File: config.mk
export PLATFORM = sky130hd
export DESIGN_NAME = hazard_ctrl
export DESIGN_NICKNAME = d
export VERILOG_FILES = /design/src/rtl/hazard_ctrl_pkg.sv /design/src/rtl/hazard_fwd_unit.sv /design/src/rtl/hazard_ctrl.sv
export SDC_FILE = /design/constraint.sdc
export NUM_CORES = 1
export LEC_CHECK = 0
export ABC_AREA = 0
export BUFFER_PORTS_ARGS = -buffer_cell sky130_fd_sc_hd__buf_2
export CORE_UTILIZATION = 55
export CTS_CLUSTER_SIZE = 10
export DETAILED_ROUTE_END_ITERATION = 10
export PLACE_DENSITY = 0.85
export SYNTH_ARGS = -nofsm -noshare
export SYNTH_HDL_FRONTEND = slang
export SYNTH_SLANG_ARGS = --single-unit
File: constraint.sdc
create_clock -name clk -period 5.1 [get_ports clk]
set_clock_uncertainty 0.2 [all_clocks]
set_input_delay 0.51 -clock clk [delete_from_list [all_inputs] [get_ports clk]]
set_output_delay 0.51 -clock clk [all_outputs]
set_load 0.02 [all_outputs]
File: src/rtl/hazard_ctrl_pkg.sv
// Shared definitions for the pipeline hazard sequencer: FSM state codes,
// forwarding select codes, the load MemRW code and the rd/rs match helper.
package hazard_ctrl_pkg;

    typedef enum logic [1:0] {
        ST_RUN      = 2'd0,
        ST_MEM_WAIT = 2'd1,
        ST_REDIRECT = 2'd2
    } hz_state_t;

    localparam logic [1:0] FWD_RF     = 2'b00;
    localparam logic [1:0] FWD_MEM    = 2'b01;
    localparam logic [1:0] FWD_WB     = 2'b10;
    localparam logic [1:0] MEMRW_LOAD = 2'b10;

    // Wide enough for any MEM_TIMEOUT up to 1023.
    localparam int TMR_W = 10;

    // x0 is hard-wired zero, so a write to it never creates a dependency.
    function automatic logic reg_match(input logic [4:0] rd, input logic wr,
                                       input logic [4:0] rs, input logic use_rs);
        return (rd != 5'd0) && wr && (rd == rs) && use_rs;
    endfunction

endpackage

File: src/rtl/hazard_fwd_unit.sv
// Combinational rd/rs comparator: forwarding selects and the RAW stall request.
// Macro HAZARD_FWD_EN enables forwarding (load-use stall only); otherwise no forwarding.
module hazard_fwd_unit
    import hazard_ctrl_pkg::*;
(
    input  logic [4:0] i_rs1,
    input  logic [4:0] i_rs2,
    input  logic       i_use_rs1,
    input  logic       i_use_rs2,
    input  logic [4:0] i_ex_rd,
    input  logic       i_ex_regwrite,
    input  logic       i_ex_memread,
    input  logic [4:0] i_mem_rd,
    input  logic       i_mem_regwrite,
    input  logic [4:0] i_wb_rd,
    input  logic       i_wb_regwrite,
    output logic [1:0] o_fwd_a,
    output logic [1:0] o_fwd_b,
    output logic       o_raw_stall
);

    logic w_ex_a, w_ex_b, w_mem_a, w_mem_b;

    assign w_ex_a  = reg_match(i_ex_rd,  i_ex_regwrite,  i_rs1, i_use_rs1);
    assign w_ex_b  = reg_match(i_ex_rd,  i_ex_regwrite,  i_rs2, i_use_rs2);
    assign w_mem_a = reg_match(i_mem_rd, i_mem_regwrite, i_rs1, i_use_rs1);
    assign w_mem_b = reg_match(i_mem_rd, i_mem_regwrite, i_rs2, i_use_rs2);

`ifdef HAZARD_FWD_EN
    // Selects are sampled into ID/EX, so an EX match lands in EX/MEM next cycle.
    assign o_fwd_a     = w_ex_a ? FWD_MEM : (w_mem_a ? FWD_WB : FWD_RF);
    assign o_fwd_b     = w_ex_b ? FWD_MEM : (w_mem_b ? FWD_WB : FWD_RF);
    assign o_raw_stall = i_ex_memread && (w_ex_a || w_ex_b);

    logic [5:0] w_unused_wb;
    assign w_unused_wb = {i_wb_rd, i_wb_regwrite};
`else
    logic w_wb_a, w_wb_b;
    logic w_unused_memread;

    // No regfile write-through, so a pending WB write also blocks decode.
    assign w_wb_a           = reg_match(i_wb_rd, i_wb_regwrite, i_rs1, i_use_rs1);
    assign w_wb_b           = reg_match(i_wb_rd, i_wb_regwrite, i_rs2, i_use_rs2);
    assign o_fwd_a          = FWD_RF;
    assign o_fwd_b          = FWD_RF;
    assign o_raw_stall      = w_ex_a || w_ex_b || w_mem_a || w_mem_b || w_wb_a || w_wb_b;
    assign w_unused_memread = i_ex_memread;
`endif

endmodule

File: src/rtl/hazard_ctrl.sv
// Pipeline sequencer for the 5-stage core: RAW stalls, branch redirect, memory-wait freeze.
// Macro HAZARD_FWD_EN selects the forwarding build (see hazard_fwd_unit).
module hazard_ctrl
    import hazard_ctrl_pkg::*;
#(
    parameter int MEM_TIMEOUT = 64,
    parameter int CNT_W       = 32
) (
    input  logic             clk,
    input  logic             rst,
    input  logic [4:0]       id_rs1,
    input  logic [4:0]       id_rs2,
    input  logic             id_use_rs1,
    input  logic             id_use_rs2,
    input  logic [4:0]       ex_rd,
    input  logic             ex_regwrite,
    input  logic             ex_memread,
    input  logic [4:0]       mem_rd,
    input  logic [4:0]       wb_rd,
    input  logic             mem_regwrite,
    input  logic             wb_regwrite,
    input  logic             ex_br_taken,
    input  logic             dmem_req,
    input  logic             dmem_ready,
    output logic             pc_keep,
    output logic             pc_redirect,
    output logic             if_keep,
    output logic             if_nop,
    output logic             id_keep,
    output logic             id_nop,
    output logic             ex_keep,
    output logic [1:0]       fwd_a,
    output logic [1:0]       fwd_b,
    output logic             mem_err,
    output logic [CNT_W-1:0] stall_cnt,
    output logic [CNT_W-1:0] flush_cnt
);

    hz_state_t        r_state, w_next;
    logic [TMR_W-1:0] r_timer, w_timer_nxt;
    logic [CNT_W-1:0] r_stall_cnt, r_flush_cnt;
    logic [1:0]       w_fwd_a, w_fwd_b;
    logic             w_raw_stall, w_mem_stall, w_timeout;
    logic             w_pc_keep, w_pc_redirect, w_if_keep, w_if_nop;
    logic             w_id_keep, w_id_nop, w_ex_keep, w_mem_err;

    hazard_fwd_unit u_fwd (
        .i_rs1          (id_rs1),
        .i_rs2          (id_rs2),
        .i_use_rs1      (id_use_rs1),
        .i_use_rs2      (id_use_rs2),
        .i_ex_rd        (ex_rd),
        .i_ex_regwrite  (ex_regwrite),
        .i_ex_memread   (ex_memread),
        .i_mem_rd       (mem_rd),
        .i_mem_regwrite (mem_regwrite),
        .i_wb_rd        (wb_rd),
        .i_wb_regwrite  (wb_regwrite),
        .o_fwd_a        (w_fwd_a),
        .o_fwd_b        (w_fwd_b),
        .o_raw_stall    (w_raw_stall)
    );

    assign w_mem_stall = dmem_req && !dmem_ready;
    assign w_timeout   = w_mem_stall && (r_timer == TMR_W'(MEM_TIMEOUT - 1));
    assign w_timer_nxt = (w_mem_stall && !w_timeout) ? r_timer + 1'b1 : '0;

    always_comb begin
        w_next        = r_state;
        w_pc_keep     = 1'b0;
        w_pc_redirect = 1'b0;
        w_if_keep     = 1'b0;
        w_if_nop      = 1'b0;
        w_id_keep     = 1'b0;
        w_id_nop      = 1'b0;
        w_ex_keep     = 1'b0;
        w_mem_err     = 1'b0;
        if (w_mem_stall || r_state == ST_MEM_WAIT) begin
            // Whole core frozen, including the cycle the access completes.
            w_pc_keep = 1'b1;
            w_if_keep = 1'b1;
            w_id_keep = 1'b1;
            w_ex_keep = 1'b1;
            w_mem_err = w_timeout;
            w_next    = (w_mem_stall && !w_timeout) ? ST_MEM_WAIT : ST_RUN;
        end else if (r_state == ST_REDIRECT) begin
            // Drop the fetch launched in the redirect cycle; stalls are moot here.
            w_if_nop = 1'b1;
            w_next   = ST_RUN;
        end else if (ex_br_taken) begin
            w_pc_redirect = 1'b1;
            w_if_nop      = 1'b1;
            w_id_nop      = 1'b1;
            w_next        = ST_REDIRECT;
        end else if (w_raw_stall) begin
            w_pc_keep = 1'b1;
            w_if_keep = 1'b1;
            w_id_nop  = 1'b1;
            w_next    = ST_RUN;
        end else begin
            w_next = ST_RUN;
        end
    end

    always_ff @(posedge clk or posedge rst) begin
        if (rst) begin
            r_state     <= ST_RUN;
            r_timer     <= '0;
            r_stall_cnt <= '0;
            r_flush_cnt <= '0;
        end else begin
            r_state     <= w_next;
            r_timer     <= w_timer_nxt;
            r_stall_cnt <= r_stall_cnt + CNT_W'(w_pc_keep);
            r_flush_cnt <= r_flush_cnt + CNT_W'(w_pc_redirect);
        end
    end

    // Reset overrides the combinational outputs so the pipeline sees bubbles at once.
    assign pc_keep     = !rst && w_pc_keep;
    assign pc_redirect = !rst && w_pc_redirect;
    assign if_keep     = !rst && w_if_keep;
    assign if_nop      =  rst || w_if_nop;
    assign id_keep     = !rst && w_id_keep;
    assign id_nop      =  rst || w_id_nop;
    assign ex_keep     = !rst && w_ex_keep;
    assign mem_err     = !rst && w_mem_err;
    assign fwd_a       = rst ? FWD_RF : w_fwd_a;
    assign fwd_b       = rst ? FWD_RF : w_fwd_b;
    assign stall_cnt   = r_stall_cnt;
    assign flush_cnt   = r_flush_cnt;

endmodule

Word-level counts from Yosys, hierarchy flattened
Index checks and enable logic that the tools add are counted.
{"block": "word_totals", "in_bits": 36, "register_bits": 76}
{"block": "classes", "n_addsub": 3, "muxes": 19, "eq_ne": 9, "reduce_logical": 36}
{"cell": "adder 32 x 1 -> 32 bit", "n": 2}
{"cell": "equality test 5 bit", "n": 6}
{"cell": "logical AND 1 bit", "n": 22}
{"cell": "two-way mux 1 bit", "n": 15}
{"cell": "nonzero test 5 bit", "n": 3}
{"cell": "adder 10 x 1 -> 10 bit, second input constant", "n": 1}
{"cell": "equality test 10 x 6 -> 1 bit, second input constant", "n": 1}
{"cell": "two-way mux 10 bit", "n": 1}
{"cell": "logical OR 1 bit", "n": 8}
{"cell": "two-way mux 2 bit", "n": 3}
{"cell": "logical NOT 1 bit", "n": 3}
{"cell": "equality test 2 x 1 -> 1 bit, second input constant", "n": 1}
{"cell": "equality test 2 bit, second input constant", "n": 1}

Depth between registers and ports, before layout
{"block": "depth", "ltp_word": 14, "depth_mapped": 13, "mapped_depth_nobuf": 13}

By module
Synthesis repeated with hierarchy kept, for this count alone.
{"block": "hier_totals", "hier_cells": 386, "hier_area_um2": 4066.4}
{"module": "hazard_ctrl", "instances": 1, "area_each_um2": 3638.5, "cells_per_inst": 329}
{"module": "hazard_fwd_unit", "instances": 1, "area_each_um2": 427.9, "cells_per_inst": 57}

Worst setup path after synthesis
OpenSTA, ideal clock, no wires.
{"block": "synth_path", "path_type": "input to output", "startpoint": "input port rst", "endpoint": "output port pc_keep", "n_path_buf": 1, "t_required_ns": 4.390, "arrival_time_ns": 3.462, "path_slack_ns": 0.928, "stages": 4, "path_cell_list": "inv_1 nand2_1 a21oi_1 buf_4"}
{"block": "synth_between", "elab_chain_len": 2}
{"element": "start: declaration", "line": "hazard_ctrl.sv:10", "source": "input logic rst,"}
{"element": "logical NOT 1 bit"}
{"element": "logical AND 1 bit"}
{"element": "end: declaration", "line": "hazard_ctrl.sv:25", "source": "output logic pc_keep,"}
Every way passes these cells.

Worst setup path after layout
{"block": "layout_path", "startpoint": "input port id_rs1[3]", "endpoint": "register r_stall_cnt[30] (netlist: stall_cnt[30])"}
{"block": "layout_between", "elab_chain_len": 13}
{"element": "start: declaration", "line": "hazard_ctrl.sv:11", "source": "input logic [4:0] id_rs1,"}
{"element": "equality test 5 bit", "line": "hazard_ctrl_pkg.sv:22", "source": "return (rd != 5'd0) && wr && (rd == rs) && use_rs;"}
{"element": "logical AND 1 bit (2 in series)", "line": "hazard_ctrl_pkg.sv:22"}
{"element": "logical OR 1 bit (3 in series)", "line": "hazard_fwd_unit.sv:46", "source": "assign o_raw_stall = w_ex_a || w_ex_b || w_mem_a || w_mem_b || w_wb_a || w_wb_b;"}
{"element": "logical OR 1 bit * (2 in series)", "line": "hazard_fwd_unit.sv:46"}
{"element": "two-way mux 1 bit *", "line": "hazard_ctrl.sv:95", "source": "end else if (w_raw_stall) begin"}
{"element": "two-way mux 1 bit *", "line": "hazard_ctrl.sv:90", "source": "end else if (ex_br_taken) begin"}
{"element": "two-way mux 1 bit *", "line": "hazard_ctrl.sv:86", "source": "end else if (r_state == ST_REDIRECT) begin"}
{"element": "two-way mux 1 bit *", "line": "hazard_ctrl.sv:78", "source": "if (w_mem_stall || r_state == ST_MEM_WAIT) begin"}
{"element": "adder 32 x 1 -> 32 bit *", "line": "hazard_ctrl.sv:114", "source": "r_stall_cnt <= r_stall_cnt + CNT_W'(w_pc_keep);"}
{"element": "end signal: assignment", "line": "hazard_ctrl.sv:114"}
{"element": "end: declaration", "line": "hazard_ctrl.sv:41", "source": "logic [CNT_W-1:0] r_stall_cnt, r_flush_cnt;"}
Mark *: on every way between the ends. The rest lies on a longest branch, timed or not.

==> results.yml <==
run_status:
  status: "finished, violations left"
  violations: "DRC"
synthesis:
  syn_avg_cell_area_um2: 10.56
  ys_seq_area_share_pct: 51.16
  yosys.area_share.adder_pct: 1.683
  syn_area_um2: 3717
  synthXorXnorAreaFrac_pct: 23.09
  synth_compound_area_share_pct: 1.649
  synth_warnings: 0
  synthArstFlopShare_pct: 100.0
  synth_edf_count: 0
  synth_top_family_by_area: "XOR/XNOR gates"
  yosys_register_bits: 76
  synthMuxAreaShare_pct: 0
  ys_types: 31
  synth_flop_cell: "dfrtp_1"
  syn_inst: 352
  synthSimpleGateAreaFrac_pct: 20.60
sta:
  maxSlewViolCount: 0
  worst_slew_pin_slew_ns: 0.9354
  fmax_ghz: 0.2861
  rsz0062_at_grt: "no"
  worst_slack_ns: 1.605
  setup_tns_ns: 0
  period_needed_ns: 3.495
  hold_violations: 0
  hold_ws_ns: 0.2670
  fin_crit_sh_pct: 68.53
  relSlewSlack_pct: 37.64
  finalSetupViolCount: 0
finish:
  drive_gt1_share_pct: 26.48
  num-fill-cells: 483
  area_growth_syn_to_layout_pct: 21.51
  regArea_um2: 1902
  multiInputGateArea_um2: 1763
  final_cell_mix: "buf_2, dfrtp_1, xnor2_1"
  fin_nets: 508
  diodes: 0
  layout_commonest_cell: "buf_2"
global_routing:
  antenna_found_initial: 0
  grt_max_degree: 78
  first_global_vias: 2871
  grt_pass1_wl_mm: 12.75
  grt_usage_pct: 22.23
  overflow: 0
clock_tree:
  cts_tree: "done"
  clock_sinks: 76
  clk_latency_ns: 0.33
  cts-root-buf: "clkbuf_8"
  clkTransAtPathRegs_ns: 0.08
  cts-resized-gates: 0
  postCtsHoldBufs: 0
  cts_buffers: 9
  post_cts_buffers: 0
  htree_levels: 3
  clock_path_buffers: 2
floorplan:
  rows: 29
  die_area_um2: 7091
  core_um2: 6422
  ios: 112
  die_h_um: 84.21
  initial_core_util_pct: 57.88
  die-width_um: 84.21
min_path:
  whs_path_depth: 1
  min_from: "stall_cnt[31]"
  hold_path.class: "reg2reg"
  min_to: "stall_cnt[31]"
worst_setup_path:
  worstPathRequired_ns: 5.12
  reg2reg_from: "r_state[0]"
  r2r_setup_slack_ns: 1.94
  cp_max_fo: 4
  path_class: "in2reg"
  worstSetupStartpointType: "input pin"
  arrival_ns: 3.51
  timing.rr.end: "flush_cnt[30]"
  rr_worst_depth: 10
  cp-end-kind: "flop"
drt:
  route.detailed.drc: 10
  first_pass_iters: 9
  wl_mm: 7.298
  wl_per_cell_um: 13.29
  routed_via_density: 5.332
  ant_nets: 0
  num_vias: 2927
  drtIter0Drc: 131
placement:
  pre_cts_ws_ns: 1.253
  post-dp-hpwl_mm: 5.449
  io_buffers: 106
  gp_congestion: 0.8616
power:
  p_leak_nw: 2.303
  p_per_area_nw_per_um2: 308.8
  vdd_drop_max_v: 0.0002531
  finalPower_mw: 1.395
flow_run:
  maxCapViolCount: 0
[critical path: stages]
cell,delay [ns]
buf_2,0.13
xnor2_1,0.17
nand3_1,0.10
nor4_1,0.28
or3_1,0.18
a22oi_1,0.08
o31ai_1,0.30
ha_1,0.23
ha_1,0.22
and4_1,0.27
or4b_1,0.56
nor2_1,0.21
nand4_1,0.13
xnor2_1,0.14
[how the worst max path moves through the flow]
stage                          to  slack, ns      start
global route        stall_cnt[31]       1.29  id_rs2[1]
global placement    stall_cnt[30]       1.27  id_rs2[1]
floorplan                 pc_keep       0.93        rst
finish              stall_cnt[30]       1.60  id_rs1[3]
detailed placement  stall_cnt[30]       1.25  id_rs1[3]
CTS                 stall_cnt[29]       1.61  id_rs1[3]
[Yosys cell counts (2+ instances only)]
cell type	count	area, um^2
dfrtp_1	76	1902
xnor2_1	63	551.8
xor2_1	35	306.5
nand2_1	32	120.1
nand3_1	29	145.1
nor2_1	29	108.9
and3_1	15	93.84
nand4_1	13	81.33
nor4_1	10	62.56
buf_4	6	45.04
nor3_1	6	30.03
ha_1	5	62.56
inv_1	5	18.77
nor2b_1	4	25.02
or3_1	3	18.77
or4_1	3	22.52
and2_1	2	12.51
nand2b_1	2	12.51
o21ai_1	2	10.01
[area by class of cell]
| type | instances | area share, % |
|---|---|---|
| clock buffer | 10 | 3.047 |
| clock inverter | 6 | 1.357 |
| inverter | 5 | 0.4155 |
| multi-input combinational | 268 | 39.03 |
| sequential | 76 | 42.11 |
| tap | 77 | 2.133 |
| timing repair buffer | 107 | 11.91 |
[power breakdown]
part / switching, mW / leakage (nW) / internal (mW)
clock network: 0.210 / 0.102 / 0.239
registers: 0.0534 / 1.03 / 0.651
logic: 0.149 / 1.17 / 0.0931
[registers in the layout, indices dropped and copies added, names as in the netlist]
name	cells
flush_cnt	32
stall_cnt	32
r_timer	10
r_state	2
[layer usage]
metal  wire length [um]  up-vias  GRT usage (%)
li1                   -     1417              -
met1               3241     1420          28.54
met2               3668       86          38.00
met3                321        4          3.638
met4                 66        0          8.621
met5                  0        -              0
[kinds of logic after synthesis]
family | Yosys count
other | 1
adder cells (fa/ha/maj) | 5
buffers and inverters | 11
AO/OA/AOI/OAI | 9
XOR/XNOR | 98
AND/OR/NAND/NOR | 152
flip-flops | 76
[stage by stage]
stage               instance area (um^2)  instances  util [%]
floorplan                           3729        355         -
global placement                    4318        533     67.23
detailed placement                  4318        533     67.23
CTS                                 4517        549     70.33
global route                        4517        549     70.33
finish                              4517        549     70.33
(Power assumes the default switching activity.)
